==> config.mk <==
export PLATFORM = sky130hd
export DESIGN_NAME = ysyx_wbu_flush_seq
export DESIGN_NICKNAME = d
export VERILOG_FILES = /design/src/rtl/ysyx_wbu_flush_seq.sv
export SDC_FILE = /design/constraint.sdc
export NUM_CORES = 1
export LEC_CHECK = 0
export BUFFER_PORTS_ARGS = -buffer_cell sky130_fd_sc_hd__buf_2
export CORE_UTILIZATION = 46
export CTS_CLUSTER_DIAMETER = 30
export DETAILED_ROUTE_END_ITERATION = 7
export PLACE_DENSITY = 0.79
export SKIP_LAST_GASP = 1
export SLEW_MARGIN = 20
export SYNTH_ARGS = -nofsm -noshare
export SYNTH_HDL_FRONTEND = slang
export SYNTH_SLANG_ARGS = --single-unit
==> constraint.sdc <==
create_clock -name clock -period 2 [get_ports clock]
set_input_delay 0.6 -clock clock [delete_from_list [all_inputs] [get_ports clock]]
set_output_delay 0.6 -clock clock [all_outputs]
set_load 0.02 [all_outputs]
==> src/rtl/ysyx_wbu_flush_seq.sv <==
// Retire-side flush/fence sequencer: flush, store-buffer drain, I-cache invalidate,
// then a single-cycle fetch redirect to the retiring instruction's npc.
//
// state | meaning
// IDLE  | waiting for a flush / fence event on the retire broadcast
// FLUSH | flush_o held for FLUSH_CYCLES cycles
// DRAIN | store-buffer drain requested, waiting for sb_empty
// INVAL | I-cache invalidate requested, waiting for ack
// REDIR | one-cycle redirect to the latched npc

`ifndef YSYX_XLEN
`define YSYX_XLEN 32
`endif

module ysyx_wbu_flush_seq #(
  parameter int XLEN         = `YSYX_XLEN,
  parameter int FLUSH_CYCLES = 2
) (
  input  logic            clock,
  input  logic            reset,
  input  logic            wbu_valid,
  input  logic            wbu_flush_pipe,
  input  logic            wbu_sys_retire,
  input  logic            wbu_fence_i,
  input  logic            wbu_fence_time,
  input  logic [XLEN-1:0] wbu_npc,
  input  logic            sb_empty,
  input  logic            icache_inv_ack,
  output logic            flush_o,
  output logic            sb_drain_req,
  output logic            icache_inv_req,
  output logic            redirect_valid,
  output logic [XLEN-1:0] redirect_pc,
  output logic            rou_stall,
  output logic            busy,
  output logic            overrun
);

  typedef enum logic [2:0] {
    S_IDLE  = 3'd0,
    S_FLUSH = 3'd1,
    S_DRAIN = 3'd2,
    S_INVAL = 3'd3,
    S_REDIR = 3'd4
  } state_e;

  localparam logic [3:0] CNT_LOAD = 4'(FLUSH_CYCLES - 1);

  state_e            state_q, state_d;
  logic [3:0]        cnt_q, cnt_d;
  logic [XLEN-1:0]   tgt_q, tgt_d;
  logic              need_drain_q, need_drain_d;
  logic              need_inv_q, need_inv_d;
  logic              overrun_q, overrun_d;
  logic              trigger;

  assign trigger = wbu_valid &
                   (wbu_flush_pipe | wbu_sys_retire | wbu_fence_i | wbu_fence_time);

  always_comb begin
    state_d      = state_q;
    cnt_d        = cnt_q;
    tgt_d        = tgt_q;
    need_drain_d = need_drain_q;
    need_inv_d   = need_inv_q;
    overrun_d    = overrun_q;

    // A second event while a sequence is in flight is dropped, only flagged.
    if (trigger && (state_q != S_IDLE)) begin
      overrun_d = 1'b1;
    end

    case (state_q)
      S_IDLE: begin
        if (trigger) begin
          tgt_d        = wbu_npc;
          need_drain_d = wbu_fence_i | wbu_fence_time;
          need_inv_d   = wbu_fence_i;
          cnt_d        = CNT_LOAD;
          state_d      = S_FLUSH;
        end
      end
      S_FLUSH: begin
        if (cnt_q == 4'd0) begin
          if (need_drain_q) begin
            state_d = S_DRAIN;
          end else if (need_inv_q) begin
            state_d = S_INVAL;
          end else begin
            state_d = S_REDIR;
          end
        end else begin
          cnt_d = cnt_q - 4'd1;
        end
      end
      S_DRAIN: begin
        if (sb_empty) begin
          state_d = need_inv_q ? S_INVAL : S_REDIR;
        end
      end
      S_INVAL: begin
        if (icache_inv_ack) begin
          state_d = S_REDIR;
        end
      end
      S_REDIR: begin
        state_d = S_IDLE;
      end
      default: begin
        state_d = S_IDLE;
      end
    endcase
  end

  always_ff @(posedge clock) begin
    if (reset) begin
      state_q      <= S_IDLE;
      cnt_q        <= 4'd0;
      tgt_q        <= '0;
      need_drain_q <= 1'b0;
      need_inv_q   <= 1'b0;
      overrun_q    <= 1'b0;
    end else begin
      state_q      <= state_d;
      cnt_q        <= cnt_d;
      tgt_q        <= tgt_d;
      need_drain_q <= need_drain_d;
      need_inv_q   <= need_inv_d;
      overrun_q    <= overrun_d;
    end
  end

  // Outputs decode the state register only; no input reaches them combinationally.
  assign flush_o        = (state_q == S_FLUSH);
  assign sb_drain_req   = (state_q == S_DRAIN);
  assign icache_inv_req = (state_q == S_INVAL);
  assign redirect_valid = (state_q == S_REDIR);
  assign redirect_pc    = tgt_q;
  assign busy           = (state_q != S_IDLE);
  assign rou_stall      = busy;
  assign overrun        = overrun_q;

endmodule

==> run summary <==
The run finished with clean final reports. The post-synthesis instance area is 1710 µm². At the worst endpoint, the required time is 1.40 ns. Data on the critical path arrives at its endpoint at 1.23 ns. The instance area after placement is 2120 µm². The endpoint identified for the worst register-to-register timing path is state_q[1]. The number of hold violations in the final report came out at 0. Across all layers, the routed design uses 1614 vias. The worst setup timing slack at the placement stage came out at 0.105 ns. Between clock sinks in the finished design, the worst skew comes to 0.0100 ns. The sum of routed wire length over all layers is 3700 µm. The per-cell via count in the routed design came out at 4.85. Synthesis handed over a netlist of 209 instances. The setup total negative slack came out at 0 ns.

Each instance of the synthesized netlist takes up on average 8.20 µm². The H-tree generated during clock tree synthesis spans 2 levels. The total track usage is 0.189.

The critical path in this run is classified as reg2out. The delay of the slowest cell on the worst path came out at 0.42 ns. The category of the worst setup path capture point is a primary output. Dividing the final minimum period by the clock period gives 0.915. The startpoint of the most critical register-to-register path is cnt_q[0]. The library cell contributing the largest single delay on the critical path is dfxtp_1. The number of buffers added on ports is 79.

The library cells used most frequently in the layout, excluding fill and tap cells, are buf_2 (79), nand2_1 (70), dfxtp_1 (40), a21oi_1 (37). The distinct cell type count after synthesis came out at 31. The leakage power of the design is 1.08 nW. After floorplanning, the core was divided into 21 placement rows. The number of max-cap violations is 0. The final design area excluding fillers came out at 2270 µm². The final critical delay including setup and external delays came out at 1.83 ns. The clock insertion delay at the later pin of the skew report came out at 0.29 ns. The overflow left after global routing came out at 0.

The final number of max-transition violations came out at 0. The net count after synthesis came out at 252. The worst-case reg-to-reg path depth is 6. The horizontal die dimension came out at 63.0 µm. The final RePlAce weighted congestion is 0.749. The critical path goes through nor3_4 > inv_1 > buf_2. The post-layout net count came out at 329. TritonCTS created 5 clock buffers. The number of clock sinks seen by CTS is 42. The flop-to-flop setup slack is 0.28 ns. The growth of design area from synthesis to finish came out at 32.4%. The pin count of the biggest net entering global routing is 37. Setup repair after global routing left no endpoint under its margin. The maximum clock rate is 547 MHz. The total power of the final layout is 0.00336 W. The count of synthesis-stage warnings from yosys is 0. The worst slew slack as a fraction of its limit came out at 0.712. The die extent in y is 63.0 µm. The clock tree from TritonCTS is yes. The initial antenna violation count is 0.

The startpoint kind of the worst setup timing path is a register. The worst path meets setup with 0.171 ns of slack. The slew at the pin closest to its max-slew limit is 0.432 ns.

The tightest min-delay check is of the reg2reg type. The maximum clock insertion buffer count is 2. The cell area power density is 1480 nW/µm².

The flop and latch count out of synthesis is 42. The iteration-0 DRC count of the detailed router came out at 104. In the routed design, unresolved DRC markers number 0.

The post-synthesis sequential area ratio came out at 0.491. The largest fanout on the critical path came out at 9. The number of global-route vias before repair is 1338.

The clock-pin transition on the worst setup and hold timing paths came out at 0.08 ns. The estimated wirelength of the detail-placed design is 2650 µm. The average wire length per cell after detail routing came out at 11.1 µm. Leaving out fill and tap cells, the most frequent cell in the layout is buf_2. The maximum VDD drop is 0.868 mV. The wire length of the first global-routing pass came out at 5930 µm. The floorplan step defined a die boundary enclosing 3970 µm². The detailed-router iteration count before antenna repair is 4. In this run the most critical hold path is launched from redirect_pc[21]. For hold timing, the worst endpoint is redirect_pc[21]. The initial standard-cell utilization of the core is 0.498.

The number of inserted diodes is 0. In this run the post-CTS setup repair buffer count came out at 0. The cell sitting at the root of the clock tree is a clkbuf_8. The area of the core region is 3440 µm².

The count of antenna-violating nets left after detailed routing is 0. The setup-violating endpoint count in the final report is 0. The number of I/O pins is 80. The utilization after layout came out at 0.659. The ratio of cells with drive above 1 in the final layout came out at 0.348. The count of cells along the worst hold path is 2.
## synth_stat cells (all sizes together)
cell type / count / area, µm²
or3b: 1 / 8.76
dfxtp: 42 / 841
clkbuf: 5 / 18.8
inv: 6 / 22.5
nand3: 3 / 15.0
ha: 2 / 25.0
a211oi: 2 / 15.0
or2: 1 / 6.26
nand3b: 2 / 15.0
a21oi: 37 / 185
o21ai: 2 / 10.0
nor2: 6 / 25.0
buf: 10 / 81.3
nor4: 1 / 6.26
nor3b: 2 / 20.0
o41ai: 1 / 27.5
o311a: 1 / 10.0
o211ai: 1 / 7.51
and2: 2 / 12.5
a2bb2oi: 1 / 8.76
nand2: 70 / 263
o211a: 1 / 10.0
nor3: 5 / 36.3
xor2: 3 / 26.3
o2111a: 1 / 11.3
nand2b: 1 / 6.26
## registers in the layout, summed over array words and instances, names as in the netlist
register	cells
redirect_pc	32
cnt_q	4
need_inv_q	1
overrun	1
need_drain_q	1
state_q	3
## per-stage QoR
step	hold WS, ns	instances
floorplan	0.461	209
global placement	0.439	325
detailed placement	0.444	325
CTS	0.455	333
global route	0.473	333
finish	0.455	333
## timing repair
action	CTS	global route
hold endpoints to repair	0	0
setup endpoints to repair	0	3
hold buffers	0	0
gates resized for setup	0	2
## area by class of cell
cell class / count / area (µm²)
fillers: 306 / 1170
inverters: 6 / 22.5
multi-input cells: 146 / 751
clock buffers: 6 / 82.6
clock inverters: 2 / 60.1
repair buffers: 85 / 453
well taps: 46 / 57.6
flip-flops and latches: 42 / 843
## critical path, delay by kind of cell, from the launching register on
kind                   cells  cell delay [ns]
AND/OR/NAND/NOR            1             0.24
flip-flops                 1             0.42
buffers and inverters      2             0.28
## power by group
part	internal (W)	switching, W	total [W]	leakage [nW]
clock network	0.000532	0.000282	0.000814	0.0714
logic	0.000524	0.000810	0.00133	0.664
registers	0.00104	0.000171	0.00121	0.345
total	0.00209	0.00126	0.00336	1.08
## per-layer routing
layer  track usage  up-vias  wire (µm)
met5             0        -          0
met4        0.0698        0         24
met3        0.0657        2        255
met2         0.278       64       1730
met1         0.252      713       1690
li1              -      835          -
## worst max-delay path by stage
stage	end	from
final	busy	state_q[2]
after global routing	flush_o	state_q[0]
after CTS	flush_o	state_q[0]
after detailed placement	cnt_q[1]	wbu_fence_i
after global placement	need_drain_q	wbu_fence_i
after floorplan	sb_drain_req	state_q[1]
## cell families after synthesis
| family | synth area share |
|---|---|
| flops | 0.491 |
| simple gates | 0.242 |
| compound gates | 0.166 |
| buf+inv | 0.0715 |
| xor+xnor | 0.0153 |
| fa+ha+maj | 0.0146 |
(Power assumes the default switching activity.)
